**src/rtl/uart_rx_oversampled.sv**
```systemverilog
// rtl/uart_rx_oversampled.sv - 8N1 UART receiver with 16x oversampling and valid/ack holding register
//
// Purpose: synchronises the asynchronous RX line, validates the start bit, samples each bit at
// its midpoint and hands complete bytes to the consumer through a one-entry holding register.
// Optional feature macro: UART_RX_PARITY_EN adds a parity bit (PARITY_ODD selects odd parity)
// and the rxParityErrOUT pulse output.
//
// Ports:
//   clockIN        in   system clock, posedge
//   nResetIN       in   asynchronous active-low reset
//   rxIN           in   serial line, idle high, asynchronous
//   rxAckIN        in   consumer accepts rxDataOUT
//   rxDataOUT      out  last received byte
//   rxValidOUT     out  byte waiting for the consumer
//   rxBusyOUT      out  receiver is inside a frame
//   rxFrameErrOUT  out  one-cycle pulse, stop bit sampled low
//   rxOverrunOUT   out  sticky, a byte was overwritten before being acked
//   rxParityErrOUT out  one-cycle pulse, parity mismatch (UART_RX_PARITY_EN only)
module uart_rx_oversampled #(
    parameter int CLOCK_FREQUENCY = 10_000_000,
    parameter int BAUD_RATE       = 115200
`ifdef UART_RX_PARITY_EN
    ,
    parameter bit PARITY_ODD      = 1'b0
`endif
) (
    input  logic       clockIN,
    input  logic       nResetIN,
    input  logic       rxIN,
    input  logic       rxAckIN,
    output logic [7:0] rxDataOUT,
    output logic       rxValidOUT,
    output logic       rxBusyOUT,
    output logic       rxFrameErrOUT,
    output logic       rxOverrunOUT
`ifdef UART_RX_PARITY_EN
    ,
    output logic       rxParityErrOUT
`endif
);

    localparam int OS_DIV = CLOCK_FREQUENCY / (BAUD_RATE * 16);
    localparam int DIV_W  = (OS_DIV > 1) ? $clog2(OS_DIV) : 1;
    localparam logic [DIV_W-1:0] DIV_LAST    = DIV_W'(OS_DIV - 1);
    // The edge-detect cycle already counts as the first clock of the first tick period.
    localparam logic [DIV_W-1:0] DIV_RESTART = DIV_W'((OS_DIV > 1) ? 1 : 0);

    typedef enum logic [2:0] {
        S_IDLE, S_START, S_DATA, S_PARITY, S_STOP, S_BREAK
    } state_e;

    state_e           state_q;
    logic [1:0]       sync_q;
    logic             rx_prev_q;
    logic [DIV_W-1:0] div_q;
    logic [3:0]       os_q;
    logic [2:0]       bit_q;
    logic [7:0]       shift_q;
    logic [7:0]       data_q, data_d;
    logic             valid_q, valid_d;
    logic             overrun_q, overrun_d;
    logic             busy_q;
    logic             frame_err_q;
`ifdef UART_RX_PARITY_EN
    logic             parity_err_q;
`endif

    logic rx_s, rx_fall, tick, sample_half, sample_full, byte_done;

    always_comb begin
        rx_s        = sync_q[1];
        rx_fall     = rx_prev_q & ~rx_s;
        tick        = (state_q != S_IDLE) && (div_q == DIV_LAST);
        sample_half = tick && (os_q == 4'd7);
        sample_full = tick && (os_q == 4'd15);
        byte_done   = (state_q == S_STOP) && sample_full && rx_s;
        data_d      = byte_done ? shift_q : data_q;
        // Completion wins over a same-cycle ack; overrun only when the old byte was never taken.
        valid_d     = byte_done | (valid_q & ~rxAckIN);
        overrun_d   = (overrun_q | (byte_done & valid_q)) & ~(rxAckIN & valid_q);
    end

    always_ff @(posedge clockIN or negedge nResetIN) begin
        if (!nResetIN) begin
            state_q      <= S_IDLE;
            sync_q       <= 2'b11;
            rx_prev_q    <= 1'b1;
            div_q        <= '0;
            os_q         <= 4'd0;
            bit_q        <= 3'd0;
            shift_q      <= 8'h00;
            data_q       <= 8'h00;
            valid_q      <= 1'b0;
            overrun_q    <= 1'b0;
            busy_q       <= 1'b0;
            frame_err_q  <= 1'b0;
`ifdef UART_RX_PARITY_EN
            parity_err_q <= 1'b0;
`endif
        end else begin
            sync_q      <= {sync_q[0], rxIN};
            rx_prev_q   <= rx_s;
            data_q      <= data_d;
            valid_q     <= valid_d;
            overrun_q   <= overrun_d;
            frame_err_q <= 1'b0;
`ifdef UART_RX_PARITY_EN
            parity_err_q <= 1'b0;
`endif
            if (state_q == S_IDLE || tick) begin
                div_q <= '0;
            end else begin
                div_q <= div_q + 1'b1;
            end
            if (tick) begin
                os_q <= os_q + 4'd1;
            end

            case (state_q)
                S_IDLE: begin
                    if (rx_fall) begin
                        state_q <= S_START;
                        busy_q  <= 1'b1;
                        div_q   <= DIV_RESTART;
                        os_q    <= 4'd0;
                    end
                end
                S_START: begin
                    if (sample_half) begin
                        // Re-align so later samples land 16 ticks apart at bit midpoints.
                        os_q <= 4'd0;
                        if (!rx_s) begin
                            state_q <= S_DATA;
                            bit_q   <= 3'd0;
                        end else begin
                            state_q <= S_IDLE;
                            busy_q  <= 1'b0;
                        end
                    end
                end
                S_DATA: begin
                    if (sample_full) begin
                        shift_q <= {rx_s, shift_q[7:1]};
                        bit_q   <= bit_q + 3'd1;
                        if (bit_q == 3'd7) begin
`ifdef UART_RX_PARITY_EN
                            state_q <= S_PARITY;
`else
                            state_q <= S_STOP;
`endif
                        end
                    end
                end
`ifdef UART_RX_PARITY_EN
                S_PARITY: begin
                    if (sample_full) begin
                        if (((^shift_q) ^ rx_s) != PARITY_ODD) begin
                            parity_err_q <= 1'b1;
                            state_q      <= S_IDLE;
                            busy_q       <= 1'b0;
                        end else begin
                            state_q <= S_STOP;
                        end
                    end
                end
`endif
                S_STOP: begin
                    if (sample_full) begin
                        if (rx_s) begin
                            state_q <= S_IDLE;
                            busy_q  <= 1'b0;
                        end else begin
                            frame_err_q <= 1'b1;
                            state_q     <= S_BREAK;
                        end
                    end
                end
                S_BREAK: begin
                    // Hold off until the line idles so a stuck-low line cannot retrigger.
                    if (rx_s) begin
                        state_q <= S_IDLE;
                        busy_q  <= 1'b0;
                    end
                end
                default: begin
                    state_q <= S_IDLE;
                    busy_q  <= 1'b0;
                end
            endcase
        end
    end

    assign rxDataOUT     = data_q;
    assign rxValidOUT    = valid_q;
    assign rxBusyOUT     = busy_q;
    assign rxFrameErrOUT = frame_err_q;
    assign rxOverrunOUT  = overrun_q;
`ifdef UART_RX_PARITY_EN
    assign rxParityErrOUT = parity_err_q;
`endif

endmodule

```
**config.mk**
```make
export PLATFORM = sky130hd
export DESIGN_NAME = uart_rx_oversampled
export DESIGN_NICKNAME = d
export VERILOG_FILES = /design/src/rtl/uart_rx_oversampled.sv
export SDC_FILE = /design/constraint.sdc
export NUM_CORES = 1
export LEC_CHECK = 0
export ABC_AREA = 1
export BUFFER_PORTS_ARGS = -buffer_cell sky130_fd_sc_hd__buf_2
export CORE_MARGIN = 1.5
export CORE_UTILIZATION = 60
export CTS_BUF_LIST = sky130_fd_sc_hd__clkbuf_4
export CTS_CLUSTER_DIAMETER = 100
export DETAILED_ROUTE_END_ITERATION = 7
export MAX_ROUTING_LAYER = met4
export PLACE_DENSITY = 0.77
export SETUP_SLACK_MARGIN = 0.2
export SLEW_MARGIN = 20
export SYNTH_ARGS = -nofsm -noshare
export SYNTH_HDL_FRONTEND = slang
export SYNTH_SLANG_ARGS = --single-unit
export TNS_END_PERCENT = 5
```
**constraint.sdc**
```tcl
create_clock -name clockIN -period 3.05 [get_ports clockIN]
set_clock_uncertainty 0.05 [all_clocks]
set_input_delay 0.305 -clock clockIN [delete_from_list [all_inputs] [get_ports clockIN]]
set_output_delay 0.305 -clock clockIN [all_outputs]
set_load 0.05 [all_outputs]
```
After elaboration in Yosys (flattened, before gate mapping)
Cells that the tools add are included.
{ "word_totals": {"reg_bits": 36, "input_bits": 4, "out_inout_bits": 12, "elab_cells": 82} }
{ "classes": {"addsub": 3, "eq_ne": 15, "muxes": 28, "n_bitwise": 11, "reduce_logical": 13} }
{ "ops": {"columns": ["operator", "n"], "rows": [
  ["two-way mux 3 bit", 13],
  ["case mux 3 bit (5 select lines)", 1],
  ["!= test 2 bit, second input constant", 7],
  ["equality test 3 bit, second input constant", 4],
  ["two-way mux 4 bit", 3],
  ["case mux 4 bit (2 select lines)", 1],
  ["AND reduction 4 bit", 2],
  ["two-way mux 1 bit", 7],
  ["adder 3 x 1 -> 3 bit, second input constant", 2],
  ["case mux 3 bit (2 select lines)", 1],
  ["AND reduction 6 bit", 1],
  ["bitwise AND 1 bit", 5],
  ["logical AND 1 bit", 5],
  ["case mux 1 bit (5 select lines)", 1],
  ["adder 4 x 1 -> 4 bit, second input constant", 1],
  ["equality test 4 x 3 -> 1 bit, second input constant", 1],
  ["equality test 4 bit, second input constant", 1],
  ["inverter 1 bit", 4],
  ["equality test 3 x 1 -> 1 bit, second input constant", 1],
  ["equality test 3 x 2 -> 1 bit, second input constant", 1],
  ["logical NOT 3 bit", 1],
  ["nonzero test 3 bit", 1],
  ["two-way mux 2 bit", 1],
  ["bitwise OR 1 bit", 2],
  ["other kinds (3)", 3]
]} }

Logic depth before layout (Yosys ltp)
Gate-level depths: netlist of the first run.
{ "logic_depth": {"ltp_word": 8, "depth_mapped": 10, "mapped_depth_nobuf": 10} }

Worst setup path before layout of the first run
Ideal clock, no wire load.
{ "synth_path": {"kind": "register to register", "startpoint": "reg os_q[0]", "endpoint": "reg data_q[7] (netlist: rxDataOUT[7])", "setup_time_ns": 0.119, "arrival_time_ns": 1.322, "required_ns": 2.881, "slack_ns": 1.559, "path_stages_with_launch": 10, "n_path_buf": 1, "period_less_slack_ns": 1.491, "cell_sequence": "dfrtp_1 -> ha_1 -> inv_1 -> nor2_1 -> nand3_4 -> inv_6 -> nand2_4 -> buf_6 -> nand2_2 -> o21ai_2"} }
{ "synth_via": {"elab_chain_len": 4} }
{ "synth_rtl": {"columns": ["item", "line", "rtl"], "rows": [
  ["from (decl)", "56", "logic [3:0] os_q;"],
  ["from (signal assigned)", "116", "os_q <= os_q + 4'd1;"],
  ["equality test 4 bit", "75", "sample_full = tick && (os_q == 4'd15);"],
  ["logical AND 1 bit", "75", null],
  ["logical AND 1 bit (2 in a row)", "76", "byte_done = (state_q == S_STOP) && sample_full && rx_s;"],
  ["to (signal assigned)", "103", "data_q <= data_d;"],
  ["to (decl)", "59", "logic [7:0] data_q, data_d;"]
]} }
Every way passes these cells.
A chain may end at the register's enable or synchronous reset.

Worst setup path in the final report of the first run
{ "layout_path": {"startpoint": "reg os_q[0]", "endpoint": "reg busy_q (netlist: rxBusyOUT)"} }
{ "layout_via": {"elab_chain_len": 4, "word_cells_on_any_way": 7, "classes_between": "eq/ne (4); reduce/logical (3)"} }
{ "layout_rtl": {"columns": ["item", "line", "rtl"], "rows": [
  ["equality test 4 bit or equality test 4 x 3 -> 1 bit (tied branches)", "75, 74", null],
  ["logical AND 1 bit, on equally long branches", "75, 74", null],
  ["!= test 2 bit (no line)", null, null],
  ["AND reduction 4 bit (no line) *", null, null],
  ["to (signal assigned)", "95", "busy_q <= 1'b0;"],
  ["to (signal assigned)", "123", "busy_q <= 1'b1;"],
  ["to (signal assigned)", "137", "busy_q <= 1'b0;"],
  ["to (decl)", "62", "logic busy_q;"]
]} }
Every way passes the cells marked *; elsewhere a longest branch is shown, timed or not.

==> results.json, run 1 <==
{
  "grt.overflow.total": 0,
  "cts_resized": 0,
  "postCtsSetupBuffers": 0,
  "core-area_um2": 2758,
  "hold_ws_ns": -0.01596,
  "yosys-top-cells-count": "nand2_1, dfrtp_1, inv_1",
  "critPathSlowestCell": "dfrtp_1",
  "pre_cts_slack_ns": 1.447,
  "h-tree-depth": 2,
  "drv_slew": 0,
  "vias": 1279,
  "track_usage_pct": 21.58,
  "avgSynthCellArea_um2": 9.037,
  "die_h_um": 56.92,
  "final_layout_size_suffix_gt1_share_pct": 23.83,
  "fin_util_pct": 68.74,
  "insertion_delay_ns": 0.34,
  "cts_tree": "built",
  "placedCellCount": 237,
  "cp-startpoint": "os_q[0]",
  "root_buffer": "clkbuf_4",
  "hold_buffers": 1,
  "finalCritPeriodShare_pct": 52.78,
  "die_x_um": 56.92,
  "numCtsBuffers": 5,
  "yosys_warnings": 0,
  "worst_slack_ns": 1.440,
  "yosysTopAreaCell": "dfrtp_1",
  "rr_startpoint": "os_q[0]",
  "cpLargestDelayFamily": "simple AND/OR/NAND/NOR gates",
  "fin_crit_ns": 1.610,
  "start_util_pct": 63.25,
  "setup_viol": 0,
  "antenna_found_initial": 0,
  "cts_sinks": 36,
  "failed_checks": "hold timing",
  "cpMostUsedCell": "nand2_1",
  "fin_cells": 245,
  "cp_cell_sequence": "ha_1, inv_1, nor2_1, nand3_4, nand2_1, nand2_1, o21ai_0, nand2_1",
  "cp_data_required_time_ns": 3.23,
  "ys_seq_area_share_pct": 51.87,
  "syn_area_um2": 1744,
  "dp_hpwl_mm": 2.121,
  "vias_per_cell": 5.220,
  "critPathCaptureType": "flip-flop",
  "yosysMostFrequentCell": "nand2_1",
  "status": "complete, but fails checks",
  "critPathKind": "reg -> reg",
  "drv_cap": 0,
  "peakVddDrop_v": 0.0004724,
  "synth_top_area_share_pct": 47.35,
  "crit_path_max_incr_delay_ns": 0.42,
  "grt_pass1_wl_mm": 5.133,
  "rsz0062_at_grt": "no",
  "route.detailed.drc": 0,
  "syn_to_final_growth_pct": 8.680,
  "ys_seq_elements": 36,
  "startpoint_type": "flip-flop",
  "fin_nets": 223,
  "cp.arrival_ns": 1.79,
  "grt_pass1_vias": 1257,
  "rows": 19,
  "ioPinCount": 16,
  "post_drt_wl_per_cell_um": 12.04,
  "clk_pin_slew_ns": 0.10,
  "ys_async_sr_fraction_pct": 100.0,
  "finalHoldViolCount": 33,
  "finalPower_mw": 1.254,
  "clk_path_buf_depth": 2,
  "path_buf_inv": 1,
  "syn_inst": 193,
  "maxSlewHeadroom_pct": 48.45,
  "p_leak_nw": 1.030,
  "synth_area_leaders": "dfrtp_1, nand2_1, o21ai_2",
  "io_buffers": 15,
  "hp-class": "in -> async",
  "synth_fp_nets": 202,
  "ys.flop_type": "dfrtp_1",
  "worstPathMaxFanout": 5,
  "tns_ns": 0,
  "final_antenna_net_count": 0,
  "die_area_um2": 3239,
  "fmax_ghz": 0.6212,
  "n_antenna_cell": 0,
  "routed_wl_mm": 2.951,
  "worstMarginPinSlew_ns": 0.7732,
  "synth_enable_flop_cells": 0,
  "drt_pass1_iterations": 4,
  "grt_max_degree": 37,
  "drt_iter0_drc": 48,
  "final_area_um2": 1896,
  "p_per_area_nw_per_um2": 661.5,
  "place_congestion": 0.8356,
  "dpl-instance-area_um2": 1836,
  "yosysUniqueCellTypes": 25
}
[registers in the layout (all words and copies together), names as in the netlist]
name,flops
bit_q,3
div_q,3
os_q,4
rxBusyOUT,1
rxDataOUT,8
rxFrameErrOUT,1
rxOverrunOUT,1
rxValidOUT,1
rx_prev_q,1
shift_q,8
state_q,3
sync_q,2
[logic make-up after synthesis]
family | count (synthesis) | synth area share [%]
simple gates | 90 | 23.82
flops | 36 | 51.87
buf+inv | 31 | 7.819
compound gates | 28 | 11.41
fa+ha+maj | 5 | 3.587
xor+xnor | 3 | 1.507
[power breakdown]
| part | internal (mW) | total, mW | switching [mW] |
|---|---|---|---|
| sequential | 0.533 | 0.591 | 0.0582 |
| combinational | 0.131 | 0.421 | 0.290 |
| clock | 0.0937 | 0.241 | 0.147 |
[worst reg2reg max path: stages (launching register included)]
cell and delay (ns):
dfrtp_1 0.42, ha_1 0.19, inv_1 0.07, nor2_1 0.18, nand3_4 0.14, nand2_1 0.09
nand2_1 0.10, o21ai_0 0.20, nand2_1 0.07
[path summary, 6_finish.rpt]
path / slack, ns / cells after the start / to
min reg2reg: 0.31 / 0 / sync_q[1]
min in group clockIN: 0.11 / 2 / rxValidOUT
max reg2reg: 1.44 / 8 / rxBusyOUT
max in group asynchronous: 2.48 / 1 / os_q[0]
max: 1.44 / 8 / rxBusyOUT
min: -0.02 / 1 / state_q[1]
[cell type report]
type	count	area [um2]
clock inverters	1	5.005
well taps	31	38.79
fillers	226	862.1
multi-input cells	126	703.2
clock buffers	6	45.04
repair buffers	16	85.08
inverters	29	113.9
flip-flops and latches	36	904.6
[layer usage]
layer | GRT usage (%) | up-vias | wire length (um)
met2 | 35.30 | 24 | 1503
met1 | 25.73 | 608 | 1282
met4 | 5.980 | 0 | 32
met3 | 6.912 | 4 | 133
met5 | - | - | 0
li1 | - | 643 | -
[layout by cell type, fill, tap and decap left out]
cell type / n
inv_2: 2
inv_1: 26
xor2_1: 2
nor3_1: 1
nor2_1: 16
dfrtp_1: 33
xnor2_1: 1
or2_0: 1
dfstp_2: 3
nand3_4: 1
o21ai_2: 14
nand2_1: 55
clkinv_2: 1
ha_1: 5
nor2_2: 2
o21ai_0: 7
nor4_4: 1
nand2_4: 3
nand3_1: 8
inv_6: 1
buf_2: 15
o22ai_1: 1
o21ai_1: 4
o21a_1: 1
nand2_2: 2
a21boi_0: 1
clkbuf_4: 6
dlygate4sd3_1: 1
No activity file was read; power rests on OpenSTA's default activity.
==> run 2, diff against run 1 <==
clock period = 1.7 ns   (was 3.05 ns; I/O delays follow)
==> results.json, run 2 (synthesized netlist as in run 1, its figures left out) <==
{
  "status": "finished, final reports clean",
  "final_antenna_net_count": 0,
  "critPathCaptureType": "flip-flop",
  "grt_max_degree": 37,
  "ioPinCount": 16,
  "hp-class": "reg -> reg",
  "numCtsBuffers": 5,
  "route.detailed.drc": 0,
  "worst_slack_ns": 0.1885,
  "place_congestion": 0.8234,
  "crit_path_max_incr_delay_ns": 0.42,
  "regArea_um2": 908.4,
  "finalCritPeriodShare_pct": 88.91,
  "rows": 19,
  "final_layout_size_suffix_gt1_share_pct": 38.60,
  "use_met3_pct": 6.452,
  "antenna_found_initial": 0,
  "multiInputGateArea_um2": 822.0,
  "n_fill_cell": 189,
  "start_util_pct": 63.25,
  "routed_wl_mm": 3.284,
  "maxSlewHeadroom_pct": 69.60,
  "critPathKind": "reg -> reg",
  "pre_cts_slack_ns": 0.06470,
  "cp_data_required_time_ns": 1.87,
  "cp_cell_sequence": "ha_2, ha_1, inv_1, nand3_2, nand2_2, nor2_4, nand2_4, nor2_4, nand2_1, nand2_1",
  "fin_nets": 236,
  "grt_pass1_wl_mm": 5.395,
  "post_drt_wl_per_cell_um": 12.68,
  "io_buffers": 15,
  "use_met1_pct": 24.81,
  "grt.overflow.total": 0,
  "cp-startpoint": "bit_q[0]",
  "h-tree-depth": 2,
  "die_area_um2": 3239,
  "cpLargestDelayFamily": "simple AND/OR/NAND/NOR gates",
  "grt_util_met2_pct": 37.77,
  "grt_pass1_vias": 1318,
  "critPathSlowestCell": "dfrtp_1",
  "drv_slew": 0,
  "clk_pin_slew_ns": 0.10,
  "n_antenna_cell": 0,
  "startpoint_type": "flip-flop",
  "tns_ns": 0,
  "finalPower_mw": 2.615,
  "dp_hpwl_mm": 2.156,
  "min-delay-start": "sync_q[0]",
  "clk_path_buf_depth": 2,
  "rsz0062_at_grt": "yes",
  "p_per_area_nw_per_um2": 1226,
  "core-area_um2": 2758,
  "die_x_um": 56.92,
  "drt_pass1_iterations": 4,
  "cts_sinks": 36,
  "cp.arrival_ns": 1.68,
  "vias_per_cell": 5.228,
  "fin_crit_ns": 1.512,
  "p_leak_nw": 1.085,
  "path_buf_inv": 1,
  "final_cell_mix": "nand2_1, dfrtp_1, inv_1, buf_2, o21ai_2",
  "setup_viol": 0,
  "die_h_um": 56.92,
  "cts_tree": "built",
  "worstMarginPinSlew_ns": 0.4561,
  "drt_iter0_drc": 60,
  "drv_cap": 0,
  "insertion_delay_ns": 0.33,
  "peakVddDrop_v": 0.001093,
  "final_common_cell": "nand2_1",
  "root_buffer": "clkbuf_4",
  "syn_to_final_growth_pct": 22.24,
  "fmax_ghz": 0.6616,
  "worstPathMaxFanout": 3,
  "finalHoldViolCount": 0,
  "grt_busiest_layer": "met2",
  "track_usage_pct": 22.48,
  "vias": 1354,
  "rr_startpoint": "bit_q[0]"
}
-- run 2: changes by cell type in the layout (fill, tap and decap cells not counted), moves of 4 or more --
cell,previous run,this run
nor2_4,0,4
nand2_1,55,44
buf_4,0,10
inv_1,26,22
nor2_1,16,12
nand2_2,2,9
-- run 2: layer usage --
metal  part of all wire (%)  vias to the layer above
li1                       -                      671
met1                     41                      645
met2                     52                       29
met3                    4.8                        9
met4                    2.4                        0
met5                      0                        -
-- run 2: cell type report --
| cell class | count | area share (%) |
|---|---|---|
| well taps | 31 | 1.819 |
| clock inverters | 1 | 0.1761 |
| multi-input cells | 127 | 38.56 |
| repair buffers | 28 | 8.451 |
| clock buffers | 7 | 2.465 |
| inverters | 29 | 5.927 |
| flip-flops and latches | 36 | 42.61 |
-- run 2: through the flow --
stage / util, % / instance area, um2 / instances / hold WS (ns)
2_1_floorplan: - / 1744 / 193 / -0.1756
3_3_place_gp: 67.11 / 1851 / 239 / 0.1780
3_5_place_dp: 67.11 / 1851 / 239 / 0.1813
4_1_cts: 72.23 / 1992 / 254 / 0.3144
5_1_grt: 77.31 / 2132 / 259 / 0.3162
6_report: 77.31 / 2132 / 259 / 0.3123
-- run 2: worst paths after layout --
kind	slack, ns	depth (start not counted)	end
worst max-delay path	0.19	10	state_q[1]
worst min-delay path	0.31	0	sync_q[1]
worst max register to register	0.19	10	state_q[1]
worst min register to register	0.31	0	sync_q[1]
max in group asynchronous	0.91	3	state_q[1]
min in group asynchronous	0.35	3	os_q[2]
-- run 2: report_power, final --
part | total [mW] | internal, mW | switching, mW
clock network | 0.453 | 0.191 | 0.262
logic | 1.09 | 0.390 | 0.697
registers | 1.07 | 0.962 | 0.111
-- run 2: worst reg2reg max path, cell delays in order, from the launching register on --
cell	delay (ns)
dfrtp_1	0.42
ha_2	0.19
ha_1	0.17
inv_1	0.08
nand3_2	0.08
nand2_2	0.11
nor2_4	0.05
nand2_4	0.09
nor2_4	0.05
nand2_1	0.05
nand2_1	0.06
-- run 2: repair_timing --
action	4_1_cts	5_1_grt
endpoints found under the hold margin	35	0
hold buffers	3	0
buffers inserted	4	4
gates resized for setup	8	34
gates cloned	0	1
pin swaps	3	12
setup endpoints to repair	26	29
==> run 3, diff against run 2 <==
CORE_UTILIZATION = 40   (was 60)
PLACE_DENSITY = 0.54   (was 0.77)
==> results.json, run 3 (synthesized netlist as in run 1, its figures left out) <==
{
  "rsz0062_at_grt": "yes",
  "cts_sinks": 36,
  "critPathCaptureType": "flip-flop",
  "final_antenna_net_count": 0,
  "switchingPower_mw": 1.107,
  "io_buffers": 15,
  "cts_tree": "built",
  "final_cell_mix": "nand2_1, dfrtp_1, inv_1, o21ai_2, buf_2",
  "p_clk_share_pct": 21.0,
  "grt_pass1_vias": 1250,
  "dp_hpwl_mm": 2.174,
  "p_int_mw": 1.690,
  "clk_path_buf_depth": 2,
  "rows": 23,
  "worstPathMaxFanout": 5,
  "track_usage_pct": 14.72,
  "start_util_pct": 42.68,
  "maxSlewHeadroom_pct": 69.36,
  "p_per_area_nw_per_um2": 1275,
  "drv_cap": 0,
  "finalCritPeriodShare_pct": 88.18,
  "drv_slew": 0,
  "combPwrFrac_pct": 40.3,
  "clk_pin_slew_ns": 0.12,
  "startpoint_type": "flip-flop",
  "status": "finished, final reports clean",
  "fin_crit_ns": 1.499,
  "insertion_delay_ns": 0.35,
  "drt_iter0_drc": 54,
  "setup_viol": 0,
  "grt.overflow.total": 0,
  "syn_to_final_growth_pct": 25.75,
  "tns_ns": 0,
  "ioPinCount": 16,
  "die_area_um2": 4766,
  "root_buffer": "clkbuf_4",
  "fmax_ghz": 0.6671,
  "cp_cell_sequence": "ha_2, inv_1, nor2_2, nand3_4, nand2_4, nand3_1, nand2_1, o21ai_2",
  "grt_pass1_wl_mm": 5.492,
  "antenna_found_initial": 0,
  "n_antenna_cell": 0,
  "die_h_um": 69.04,
  "fin_nets": 236,
  "pwr-share-seq_pct": 38.7,
  "die_x_um": 69.04,
  "cp.arrival_ns": 1.69,
  "n_fill_cell": 367,
  "h-tree-depth": 2,
  "cp_data_required_time_ns": 1.89,
  "final_layout_size_suffix_gt1_share_pct": 38.16,
  "vias_per_cell": 4.755,
  "hp-class": "in -> async",
  "p_sw_share_pct": 39.58,
  "hold_ws_ns": 0.2430,
  "critPathSlowestCell": "dfrtp_1",
  "finalHoldViolCount": 0,
  "crit_path_max_incr_delay_ns": 0.37,
  "p_leak_nw": 1.083,
  "place_congestion": 0.9098,
  "critPathKind": "reg -> reg",
  "core-area_um2": 4086,
  "path_buf_inv": 1,
  "peakVddDrop_v": 0.0007317,
  "post_drt_wl_per_cell_um": 11.85,
  "routed_wl_mm": 3.294,
  "vias": 1322,
  "numCtsBuffers": 5,
  "final_common_cell": "nand2_1",
  "cpLargestDelayFamily": "simple AND/OR/NAND/NOR gates",
  "grt_max_degree": 37,
  "drt_pass1_iterations": 4,
  "route.detailed.drc": 0,
  "pre_cts_slack_ns": 0.07909,
  "worstMarginPinSlew_ns": 0.4560,
  "worst_slack_ns": 0.2010
}
run 3: cell count changes in the layout (fill, tap and decap cells not counted), sizes merged:
| cell | change |
|---|---|
| nand2 | -1 |
| inv | +1 |
| bufinv | +1 |
| clkbuf | -2 |
| buf | +1 |
run 3: repair_timing:
item	CTS	global route
buffers inserted	3	6
hold endpoints to repair	38	0
hold buffers	3	0
resized for setup	2	40
pin swaps	1	17
setup endpoints to repair	26	29
run 3: path summary, 6_finish.rpt:
| kind | depth (start not counted) | startpoint | slack [ns] | to |
|---|---|---|---|---|
| worst max-delay path | 8 | os_q[0] | 0.20 | bit_q[0] |
| worst min-delay path | 3 | nResetIN | 0.24 | shift_q[0] |
| worst max register to register | 8 | os_q[0] | 0.20 | bit_q[0] |
| worst min register to register | 0 | sync_q[0] | 0.31 | sync_q[1] |
| max in group asynchronous | 3 | nResetIN | 1.09 | sync_q[0] |
| min in group clockIN | 0 | sync_q[0] | 0.31 | sync_q[1] |
run 3: routing by layer:
layer  routed length, um  vias up  track usage, %
li1                    -      672               -
met1                1490      619           18.41
met2                1587       22           21.90
met3                 130        9           3.216
met4                  85        0           8.715
met5                   0        -               -
run 3: power groups by stage:
stage / registers, mW / clock network [mW] / logic, mW
after floorplan: 1.10 / 0 / 0.555
after global placement: 1.08 / 0 / 0.761
after detailed placement: 1.08 / 0 / 0.787
after CTS: 1.05 / 0.598 / 0.844
after global routing: 1.10 / 0.628 / 1.28
final: 1.08 / 0.588 / 1.13
run 3: final cells by class:
class / count / area, um2 / share of cell area [%]
Sequential cell: 36 / 908.4 / 41.41
Inverter: 29 / 118.9 / 5.419
Tap cell: 50 / 62.56 / 2.852
Timing Repair Buffer: 29 / 200.2 / 9.127
Clock buffer: 5 / 37.54 / 1.711
Clock inverter: 3 / 37.54 / 1.711
Multi-Input combinational cell: 126 / 828.3 / 37.76
run 3: per-stage QoR:
stage / std cells / instance area, um2 / total power [mW] / utilization, %
global placement: 258 / 1887 / 1.838 / 46.17
floorplan: 193 / 1744 / 1.659 / -
finish: 278 / 2193 / 2.797 / 53.67
CTS: 272 / 2017 / 2.493 / 49.36
detailed placement: 258 / 1887 / 1.866 / 46.17
global route: 278 / 2193 / 2.999 / 53.67
run 3: worst register-to-register path, delay by kind of cell, from the launching register on:
| kind | cells | cell delay (ns) |
|---|---|---|
| AND/OR/NAND/NOR | 5 | 0.65 |
| adder cells (fa/ha/maj) | 1 | 0.19 |
| AO/OA/AOI/OAI | 1 | 0.06 |
| buffers and inverters | 1 | 0.07 |
| flip-flops | 1 | 0.37 |
